**src/rtl/riscv_if_aligner.sv**
```systemverilog
// riscv_if_aligner: fetch-word buffer and RV32C-aware instruction aligner.
// Word-aligned 32-bit fetch words are stored in a small circular FIFO. Each
// output handshake emits one instruction with its halfword-aligned PC. That
// instruction is 16 bits, or 32 bits that may straddle two words. A branch
// flushes the buffer and restarts alignment at any halfword.
//
// Handshake rule for both ports: a transfer happens on a rising edge where
// valid and ready are both high. While valid is high and ready is low, the
// producer holds its payload stable. The producer does not drop valid, except
// when a branch or a reset discards the payload.
module riscv_if_aligner #(
    parameter int unsigned DEPTH    = 4,
    parameter logic [31:0] RESET_PC = 32'h0000_0000,
    localparam int unsigned CNT_W   = $clog2(DEPTH) + 1
) (
    input  logic             clk,
    input  logic             rst,
    input  logic             branch_i,
    input  logic [31:0]      branch_addr_i,
    input  logic             in_valid_i,
    output logic             in_ready_o,
    input  logic [31:0]      in_rdata_i,
    input  logic             in_err_i,
    output logic             out_valid_o,
    input  logic             out_ready_i,
    output logic [31:0]      out_instr_o,
    output logic             out_is_compressed_o,
    output logic [31:0]      out_pc_o,
    output logic             out_err_o,
    output logic [CNT_W-1:0] count_o,
    output logic             dbg_state_o
);

    localparam int unsigned PTR_W = $clog2(DEPTH);
    localparam logic [CNT_W-1:0] CNT_FULL = CNT_W'(DEPTH);
    localparam logic [CNT_W-1:0] CNT_TWO  = CNT_W'(2);

    // ALIGNED: next instruction starts at head[15:0];
    // MISALIGNED: next instruction starts at head[31:16].
    typedef enum logic {
        ST_ALIGNED    = 1'b0,
        ST_MISALIGNED = 1'b1
    } state_t;

    state_t           r_state;
    state_t           w_state_next;
    logic [31:0]      r_mem_data [DEPTH];
    logic             r_mem_err  [DEPTH];
    logic [PTR_W-1:0] r_rd_ptr;
    logic [PTR_W-1:0] r_wr_ptr;
    logic [CNT_W-1:0] r_count;
    logic [31:0]      r_pc;

    logic [PTR_W-1:0] w_next_ptr;
    logic [31:0]      w_head_data;
    logic             w_head_err;
    logic [31:0]      w_next_data;
    logic             w_next_err;
    logic             w_has1;
    logic             w_has2;
    logic             w_valid;
    logic [31:0]      w_instr;
    logic             w_compr;
    logic             w_err;
    logic             w_pop_req;
    logic             w_hs;
    logic             w_push;
    logic             w_pop;
    logic [31:0]      w_pc_inc;

    // Head and head+1 views of the FIFO; the pointer wraps naturally at DEPTH.
    always_comb begin
        w_next_ptr  = r_rd_ptr + 1'b1;
        w_head_data = r_mem_data[r_rd_ptr];
        w_head_err  = r_mem_err[r_rd_ptr];
        w_next_data = r_mem_data[w_next_ptr];
        w_next_err  = r_mem_err[w_next_ptr];
        w_has1      = (r_count != '0);
        w_has2      = (r_count >= CNT_TWO);
    end

    // Alignment decode: the output instruction, its validity, whether it pops, and the next state.
    always_comb begin
        w_state_next = r_state;
        w_valid      = 1'b0;
        w_instr      = 32'h0;
        w_compr      = 1'b0;
        w_err        = 1'b0;
        w_pop_req    = 1'b0;
        case (r_state)
            ST_ALIGNED: begin
                if (w_has1) begin
                    w_valid = 1'b1;
                    w_err   = w_head_err;
                    if (w_head_data[1:0] != 2'b11) begin
                        // Upper half of this word still holds the next parcel.
                        w_instr = {16'h0, w_head_data[15:0]};
                        w_compr = 1'b1;
                        if (out_ready_i) w_state_next = ST_MISALIGNED;
                    end else begin
                        w_instr   = w_head_data;
                        w_pop_req = 1'b1;
                    end
                end
            end
            ST_MISALIGNED: begin
                if (w_head_data[17:16] != 2'b11) begin
                    if (w_has1) begin
                        w_valid   = 1'b1;
                        w_instr   = {16'h0, w_head_data[31:16]};
                        w_compr   = 1'b1;
                        w_err     = w_head_err;
                        w_pop_req = 1'b1;
                        if (out_ready_i) w_state_next = ST_ALIGNED;
                    end
                end else if (w_has2) begin
                    w_valid   = 1'b1;
                    w_instr   = {w_next_data[15:0], w_head_data[31:16]};
                    w_err     = w_head_err | w_next_err;
                    w_pop_req = 1'b1;
                end else if (w_has1 && w_head_err) begin
                    // A faulting first half cannot be completed; report it now.
                    w_valid   = 1'b1;
                    w_instr   = {16'h0, w_head_data[31:16]};
                    w_err     = 1'b1;
                    w_pop_req = 1'b1;
                end
            end
            default: w_state_next = ST_ALIGNED;
        endcase
    end

    // Handshake qualifiers; a branch discards any push or pop offered with it.
    always_comb begin
        in_ready_o = ~rst & (r_count < CNT_FULL);
        w_hs       = w_valid & out_ready_i & ~branch_i;
        w_push     = in_valid_i & in_ready_o & ~branch_i;
        w_pop      = w_hs & w_pop_req;
        w_pc_inc   = w_compr ? 32'd2 : 32'd4;
    end

    // FSM state register.
    always_ff @(posedge clk) begin
        if (rst) begin
            r_state <= ST_ALIGNED;
        end else if (branch_i) begin
            r_state <= branch_addr_i[1] ? ST_MISALIGNED : ST_ALIGNED;
        end else begin
            r_state <= w_state_next;
        end
    end

    // FIFO pointers, occupancy, and PC tracking.
    always_ff @(posedge clk) begin
        if (rst) begin
            r_rd_ptr <= '0;
            r_wr_ptr <= '0;
            r_count  <= '0;
            r_pc     <= RESET_PC;
        end else if (branch_i) begin
            r_rd_ptr <= '0;
            r_wr_ptr <= '0;
            r_count  <= '0;
            r_pc     <= {branch_addr_i[31:1], 1'b0};
        end else begin
            if (w_push) r_wr_ptr <= r_wr_ptr + 1'b1;
            if (w_pop)  r_rd_ptr <= r_rd_ptr + 1'b1;
            case ({w_push, w_pop})
                2'b10:   r_count <= r_count + 1'b1;
                2'b01:   r_count <= r_count - 1'b1;
                default: r_count <= r_count;
            endcase
            if (w_hs) r_pc <= r_pc + w_pc_inc;
        end
    end

    // FIFO storage write; contents need no reset because count gates every read.
    always_ff @(posedge clk) begin
        if (w_push) begin
            r_mem_data[r_wr_ptr] <= in_rdata_i;
            r_mem_err[r_wr_ptr]  <= in_err_i;
        end
    end

    // Output drive.
    always_comb begin
        out_valid_o         = w_valid;
        out_instr_o         = w_instr;
        out_is_compressed_o = w_compr;
        out_err_o           = w_err;
        out_pc_o            = r_pc;
        count_o             = r_count;
        dbg_state_o         = r_state;
    end

endmodule
```
**config.mk**
```make
export PLATFORM = sky130hd
export DESIGN_NAME = riscv_if_aligner
export DESIGN_NICKNAME = d
export VERILOG_FILES = /design/src/rtl/riscv_if_aligner.sv
export SDC_FILE = /design/constraint.sdc
export NUM_CORES = 1
export LEC_CHECK = 0
export CAP_MARGIN = 20
export CORE_MARGIN = 3
export CORE_UTILIZATION = 45
export CTS_CLUSTER_DIAMETER = 120
export DETAILED_ROUTE_END_ITERATION = 10
export DONT_BUFFER_PORTS = 1
export PLACE_DENSITY_LB_ADDON = 0.1
export SYNTH_ARGS = -nofsm -noshare
export SYNTH_HDL_FRONTEND = slang
export SYNTH_SLANG_ARGS = --single-unit
```
**constraint.sdc**
```tcl
create_clock -name clk -period 3.66 [get_ports clk]
set_input_delay 0.549 -clock clk [delete_from_list [all_inputs] [get_ports clk]]
set_output_delay 0.549 -clock clk [all_outputs]
set_load 0.02 [all_outputs]
```
# Yosys cells after proc, flatten, opt, wreduce, memory -nomap -nowiden

Memories as Yosys holds them, arrays and structs flattened. A register that Yosys moved wholly into a read port is not among the register bits.
Index checks and enable logic that the tools add are counted.

Output and inout bits: 72
Flip-flop bits (word level): 40
RAM bits: 132
Memories kept: 2
Bits of input ports: 70

Memory list:

| name       | words | bits a word | rd ports | clocked after Yosys merged registers in | write ports | RTL line | RTL |
|---|---|---|---|---|---|---|---|
| r_mem_data | 4     | 32          | 2        | 1                                       | 1           | 47       | `logic [31:0] r_mem_data [DEPTH];` |
| r_mem_err  | 4     | 1           | 2        | 1                                       | 1           | 48       | `logic r_mem_err [DEPTH];` |

Reductions and logical operators: 5
Add/subtract/negate cells: 5
$lt $le $gt $ge: 2
Multiplexer cells: 42
Equal/unequal tests: 4
Bitwise operators: 10

Operators by type and width:

| operator            | count |
|---|---|
| $mux 32             | 6 |
| $pmux 32 s2         | 1 |
| $add 32x3->32       | 1 |
| $mux 16             | 2 |
| $mux 1              | 22 |
| $pmux 1 s2          | 5 |
| $mux 2              | 4 |
| $and 1x1->1         | 6 |
| $pmux 3 s2          | 1 |
| $add 2x1->2 const B | 2 |
| $ne 2x2->1 const B  | 2 |
| $reduce_bool 2->1   | 2 |
| $add 3x1->3 const B | 1 |
| $ge 3x2->1 const B  | 1 |
| $lt 3x3->1 const B  | 1 |
| $mux 3              | 1 |
| $not 1->1           | 3 |
| $reduce_bool 3->1   | 1 |
| $sub 3x1->3 const B | 1 |
| $eq 2x1->1 const B  | 1 |
| $eq 2x2->1 const B  | 1 |
| $reduce_or 2->1     | 1 |
| $logic_and 1x1->1   | 1 |
| $or 1x1->1          | 1 |

# Logic depth before layout (Yosys ltp)

Gate-level depths: netlist of the first run.

Depth after elaboration: 11
Gate-level depth with buffers: 15
Depth with buffers taken out: 13

# Worst setup path before layout of the first run

No wires, ideal clock.

Kind: register -> register
From: reg with a tool-made name
To: reg r_pc[21] (netlist: out_pc_o[21])
Path slack: -0.093 ns
Cell stages (with the launch flop): 16
Period minus slack after synthesis: 3.753 ns
Required time: 3.600 ns
Setup time: 0.060 ns
Data arrival time: 3.693 ns
Path through: dfxtp_1 -> buf_6 -> mux4_2 -> and2_1 -> nand2_1 -> o21ai_1 -> nor2_1 -> ha_1 -> inv_1 -> fa_1 -> and3b_1 -> clkbuf_1 -> nand3_1 -> nor4b_1 -> or3_1 -> o2111a_1

RTL lines:

| element              | RTL line | RTL |
|---|---|---|
| to (signal assigned) | 164      | `r_pc <= {branch_addr_i[31:1], 1'b0};` |
| to (signal assigned) | 173      | `if (w_hs) r_pc <= r_pc + w_pc_inc;` |
| to (decl)            | 52       | `logic [31:0] r_pc;` |

==> results of run 1 <==
[critical path, stage by stage (launching register included)]
cell,delay [ps]
dfxtp_4,390
mux4_2,510
and2_1,200
nand2_1,110
o21ai_1,110
nor2_2,150
ha_1,180
inv_1,60
fa_2,360
and3b_2,300
buf_4,140
nand4_1,100
nor4_2,330
nor3_1,80
a2111oi_1,250
[cell families (layout without fill, tap and decap cells)]
family,count (synthesis),count (layout),share of synthesized area
flip-flops,173,173,0.5882
AND/OR/NAND/NOR,167,167,0.1269
multiplexers,52,52,0.1412
adder cells (fa/ha/maj),9,9,0.01569
other,1,1,0.0004610
XOR/XNOR,19,19,0.02046
AO/OA/AOI/OAI,79,79,0.07768
buffers and inverters,53,80,0.02938
[power by group through the flow]
stage	combinational [mW]	clock (mW)	sequential, mW
after global routing	0.163	1.85	2.23
final	0.148	1.75	2.22
after CTS	0.149	1.78	2.22
after floorplan	0.122	0	2.25
after detailed placement	0.148	0	2.26
after global placement	0.145	0	2.26
[state kept, by name, indices dropped and copies added (netlist names), named ones only]
signal / cells
r_mem_err: 4
dbg_state_o: 1
r_rd_ptr: 2
out_pc_o: 31
r_mem_data: 128
r_wr_ptr: 2
count_o: 3
[layout make-up]
type | count | area [um2] | share of cell area
well taps | 225 | 281.5 | 0.03079
inverters | 14 | 52.55 | 0.005748
flip-flops and latches | 173 | 4790 | 0.5239
repair buffers | 34 | 292.8 | 0.03202
clock buffers | 17 | 425.4 | 0.04653
multi-input cells | 327 | 3151 | 0.3446
clock inverters | 15 | 150.1 | 0.01642
[worst max-delay path by stage]
| stage | depth (start not counted) | from | endpoint | slack (ps) |
|---|---|---|---|---|
| after floorplan | 15 | flip-flop | out_pc_o[21] | 60 |
| after global placement | 13 | flip-flop | out_pc_o[23] | 90 |
| final | 14 | flip-flop | out_pc_o[27] | 270 |
| after detailed placement | 13 | flip-flop | out_pc_o[21] | 3 |
| after global routing | 14 | flip-flop | out_pc_o[27] | 9 |
| after CTS | 13 | flip-flop | out_pc_o[21] | -7 |
[metal layers]
metal  global-route usage  up-vias  wire (um)
met1               0.2515     2500       7848
li1                     -     2242          -
met3              0.07853       23       1803
met2               0.3259      193       9581
met5                    0        -          0
met4              0.05711        0        277
[cells in the mapped netlist, drive strengths merged, types with 3 or more instances]
library cell	instances	area, um2
and3	8	50.05
and4	7	61.31
inv	14	52.55
buf	14	92.58
or3	7	43.79
nor2	42	157.7
nor4	16	186.4
edfxtp	132	3964
and2	7	43.79
nor2b	5	31.28
a211oi	16	125.1
mux4	50	1126
clkbuf	25	93.84
a2111oi	5	55.05
nand2b	4	25.02
a22o	30	262.8
nand3	14	70.07
o21ai	6	30.02
xnor2	17	148.9
nand2	14	52.55
dfxtp	41	820.8
nor3b	4	30.03
a21oi	8	40.04
nor3	21	125.1
ha	7	87.58
nand4	8	50.05
nor4b	3	32.53
[repair_timing]
item / 4_1_cts / 5_1_grt
endpoints found under the setup margin: 1 / 11
hold endpoints to repair: 0 / 0
hold buffers: 0 / 0
pin swaps: 0 / 3
gates resized for setup: 0 / 6
setup buffers: 0 / 4
[per-stage QoR]
| step | std cells | instance area (um2) |
|---|---|---|
| 5_1_grt | 805 | 9143 |
| 4_1_cts | 801 | 9089 |
| 6_report | 805 | 9143 |
| 3_5_place_dp | 769 | 8513 |
| 2_1_floorplan | 553 | 8137 |
| 3_3_place_gp | 769 | 8513 |
==> summary.txt, run 1 <==
Cells and area
  • Commonest non-fill, non-tap cell in the layout: edfxtp_1
  • Share of layout cells above drive strength 1: 0.2638
  • Fillcell total: roughly 1500
  • Most frequent cells in the layout: edfxtp_1 (132), mux4_2 (50), nor2_1 (40), dfxtp_1 (39), buf_4 (31)
  • Ant. Diodes: 0
  • Fin nets: 646
  • Post-layout util: 0.5231
  • Area added between synthesis and finish: 12.40%

Yosys
  • Number of flops mapped to enable cells by yosys: around 130
  • Syn avg cell area: approximately 15 um2
  • Ys Warns: 0
  • Syn nets: between 600 and 700
  • Yosys reg bits: around 170
  • FFs w/ async S/R, synth: 0
  • Mapped cell area: approximately 8000 um2
  • Yosys cell types: slightly below 60
  • Most used DFF post-synth: edfxtp_1
  • Cells after Synth: 553
  • Sequential area share after synthesis: 0.5882

STA
  • TNS Setup: 0 ps
  • Max Fclk: ~300 MHz
  • Slew HR: 0.3569
  • Count of final setup violators: 0
  • Fin Hold WS: approximately 190 ps
  • RSZ-0062 raised after global routing: no
  • Crit path time final: around 3400 ps
  • Max-slew violations: 0
  • Worst slew pin tran: a little under 1000 ps
  • Final hold vios: 0
  • Setup WS post-layout: 267.7 ps
  • Fin crit share: 0.9268
  • Clk_skew: around 9.3 ps

Placed design
  • Worst slack at placement: 3.280 ps
  • Number of port buffers: 0
  • DP Wirelength: 12850 um
  • Gpl congestion: around 0.78

Clocking
  • Clk sink count: 173
  • Clock root cell: clkbuf_16
  • Number of buffers created by CTS: 17
  • Worst-path clk slew: about 70 ps
  • Worst-Skew Late Latency: between 400 and 500 ps
  • H-tree levels: 4
  • CTS tree: yes
  • Clock Tree Buf Depth: 2

Power
  • NetSw: between 0.9 and 1 mW
  • Overall power: ~4 mW
  • Sequential share of power: 0.540
  • P_int: 3.119 mW
  • VDD IR-drop max: 0.3559 mV
  • Part of the power in the clock network: 0.424
  • Sw frac: 0.2421
  • Comb power frac: 0.036
  • Leak: roughly 2.8 nW
  • Power density cells: 450.1 nW/um2

Route
  • Routed wire length: 19510 um
  • Routed vias/inst: between 6 and 7
  • Initial DRC count: 336
  • Via count: between 4000 and 5000
  • Routed WL per cell: approximately 24 um
  • Final ANT Viol Nets: 0
  • Detailed Routing Iterations Pass 1: 5
  • DRC: 0

Min path
  • Hold Path End: out_pc_o[29]
  • Hold Crit Class: input port to flip-flop
  • Worst Min Path Start: rst
  • Hold path depth: 1

Critical path
  • Worst EP arrival: 3710 ps
  • Crit path launch type: flip-flop
  • WP data required: 3970 ps
  • Worst setup path category: flip-flop to flip-flop
  • Worst reg2reg endpoint: out_pc_o[27]
  • Reg2reg path depth: 14
  • Largest fanout on the critical path: 6
  • CP Capture Type: flip-flop
  • Reg2Reg Setup Slack: roughly 270 ps

Global route
  • First-pass GRT wire length: roughly 30000 um
  • Initial antenna violation count: 0
  • Number of global-route vias before repair: a little over 5000
  • Largest net degree at the start of global routing: 54
  • GRT overflow: 0
  • Gr usage total: 0.2006

Floorplanning
  • Total die area: between 15000 and 20000 um2
  • Core area: ~17000 um2
  • Starting Density: 0.4654
  • Die Span X: between 100 and 150 um
  • Die H: roughly 140 um
  • IO Pins: roughly 140
  • Core Rows: 48

Run status
  • Status: complete, no violations

Job
  • Max cap viols: 0
(Power assumes the default switching activity.)
==> run 2, diff against run 1 <==
--- a/config.mk
+++ b/config.mk
@@ -9,6 +9,7 @@
 export CORE_MARGIN = 3
 export CORE_UTILIZATION = 45
 export CTS_CLUSTER_DIAMETER = 120
+export CTS_CLUSTER_SIZE = 10
 export DETAILED_ROUTE_END_ITERATION = 10
 export DONT_BUFFER_PORTS = 1
 export PLACE_DENSITY_LB_ADDON = 0.1
==> constraint.sdc (replaced) <==
create_clock -name clk -period 3.14 [get_ports clk]
set_input_delay 0.471 -clock clk [delete_from_list [all_inputs] [get_ports clk]]
set_output_delay 0.471 -clock clk [all_outputs]
set_load 0.02 [all_outputs]
==> summary.txt, run 2 (same netlist as run 1, synthesis figures left out) <==
Run status
  • Status: complete, no violations

Job
  • Max cap viols: 0

Floorplanning
  • Core area: between 15000 and 20000 um2
  • Die H: between 100 and 150 um
  • Die Span X: ~140 um
  • Total die area: 19720 um2
  • IO Pins: roughly 140
  • Core Rows: 48
  • Starting Density: 0.4654

Global route
  • GRT overflow: 0
  • Met3 Use GR: 0.06965
  • Number of global-route vias before repair: between 5000 and 6000
  • First-pass GRT wire length: 29900 um
  • Most used routing layer: met2
  • Gr usage total: 0.1991
  • Initial antenna violation count: 0
  • Largest net degree at the start of global routing: 54
  • Met2 Use GR: 0.3349
  • Met1 Usage GRT: 0.2426

Critical path
  • Buf/Inv on CP: 3
  • Largest fanout on the critical path: 7
  • Top cell family by delay on the critical path: simple AND/OR/NAND/NOR gates
  • Reg2reg path depth: 14
  • Stages on the worst setup path: 14
  • Critical path's most frequent cell: buf_6
  • WP data required: between 3000 and 4000 ps
  • CP max stage cell: mux4_2
  • Max stage delay on crit path: 530 ps
  • Worst setup path category: flip-flop to flip-flop
  • CP Capture Type: flip-flop
  • Crit path launch type: flip-flop
  • Worst EP arrival: between 3000 and 4000 ps
  • CP cell instances: buf_6, mux4_2, nand2_2, o21ai_4, nor2_4, ha_2, inv_2, fa_2, and3b_1, buf_6, nand3_4, nor4_4, xnor2_1, a211oi_1

Power
  • Overall power: a little under 5 mW
  • Power density cells: ~520 nW/um2
  • Leak: about 3 nW
  • VDD IR-drop max: around 0.38 mV

STA
  • RSZ-0062 raised after global routing: yes
  • Fin crit share: 0.9869
  • Crit path time final: slightly above 3000 ps
  • Worst slew pin tran: 652.1 ps
  • Final hold vios: 0
  • Max-slew violations: 0
  • Max Fclk: 322.7 MHz
  • Count of final setup violators: 0
  • Slew HR: 0.5652
  • Clk_skew: 12.73 ps

Cells and area
  • Fin nets: roughly 660
  • Post-layout util: 0.5410
  • Max reg flops: 128
  • Final non-filler cell total: around 820
  • Ant. Diodes: 0
  • Largest Register: r_mem_data
  • Share of layout cells above drive strength 1: 0.3041
  • Most frequent cells in the layout: edfxtp_1 (132), mux4_2 (50), nor2_1 (40), dfxtp_1 (39), buf_4 (38)
  • Area added between synthesis and finish: 16.24%
  • Commonest non-fill, non-tap cell in the layout: edfxtp_1

Clocking
  • H-tree levels: 4
  • Worst-path clk slew: approximately 70 ps
  • Number of buffers created by CTS: 17
  • Clock root cell: clkbuf_16
  • CTS tree: yes
  • Clock Tree Buf Depth: 2
  • Hold Buf Count CTS: 0
  • Clk sink count: between 150 and 200
  • Worst-Skew Late Latency: 430 ps

Route
  • DRC: 0
  • Routed WL per cell: between 20 and 25 um
  • Via count: ~5000
  • Final ANT Viol Nets: 0
  • Routed wire length: slightly below 20000 um
  • Detailed Routing Iterations Pass 1: 5
  • Routed vias/inst: 6.177
  • Initial DRC count: 306

Min path
  • Hold Crit Class: input port to flip-flop
  • Hold path depth: 1

Placed design
  • DP Wirelength: approximately 13000 um
  • Gpl congestion: around 0.86
  • DP Cell Count: roughly 800
  • Number of port buffers: 0
run 2: report_power, final:
part           switching, mW  total, mW  internal (mW)
Clock                  0.967       2.10           1.14
Sequential            0.0773       2.58           2.51
Combinational          0.109      0.195         0.0860
run 2: area by class of cell:
class | instances | area [um2]
well taps | 225 | 281.5
flip-flops and latches | 173 | 4790
inverters | 14 | 52.55
repair buffers | 46 | 419.2
clock inverters | 15 | 175.2
fillers | 1404 | 8021
clock buffers | 17 | 425.4
multi-input cells | 327 | 3312
run 2: metal layers:
| layer | part of all wire | vias to the layer above |
|---|---|---|
| met1 | 0.40 | 2591 |
| met3 | 0.083 | 15 |
| li1 | - | 2273 |
| met5 | 0 | - |
| met2 | 0.51 | 168 |
| met4 | 0.013 | 0 |
run 2: timing repair:
| action | CTS | global route |
|---|---|---|
| gates resized for setup | 8 | 12 |
| endpoints found under the setup margin | 40 | 30 |
| hold endpoints to repair | 0 | 0 |
| setup buffers | 3 | 3 |
| pin swaps | 3 | 5 |
run 2: worst paths after layout:
check / startpoint / to / slack, ps
setup reg to reg: flip-flop / out_pc_o[17] / 40
hold reg to reg: count_o[2] / count_o[2] / 600
hold / removal: rst / out_pc_o[22] / 110
setup / recovery: flip-flop / out_pc_o[17] / 40
run 2: worst reg2reg max path: stages (launching register included):
cell	delay, ps
dfxtp_4	380
buf_6	120
mux4_2	530
nand2_2	120
o21ai_4	70
nor2_4	100
ha_2	190
inv_2	40
fa_2	330
and3b_1	230
buf_6	130
nand3_4	190
nor4_4	250
xnor2_1	110
a211oi_1	230
run 2: metrics by stage:
stage               setup TNS (ps)  setup WS, ps  hold slack (ps)  instance area, um2
floorplan                   -903.5        -149.6            538.2                8242
global placement            -73.46        -35.10            547.1                8692
detailed placement          -366.9        -83.37            551.6                8692
CTS                         -5.039        -5.039            85.07                9353
global route                -677.9        -88.98            91.47                9455
finish                           0         41.25            114.8                9455
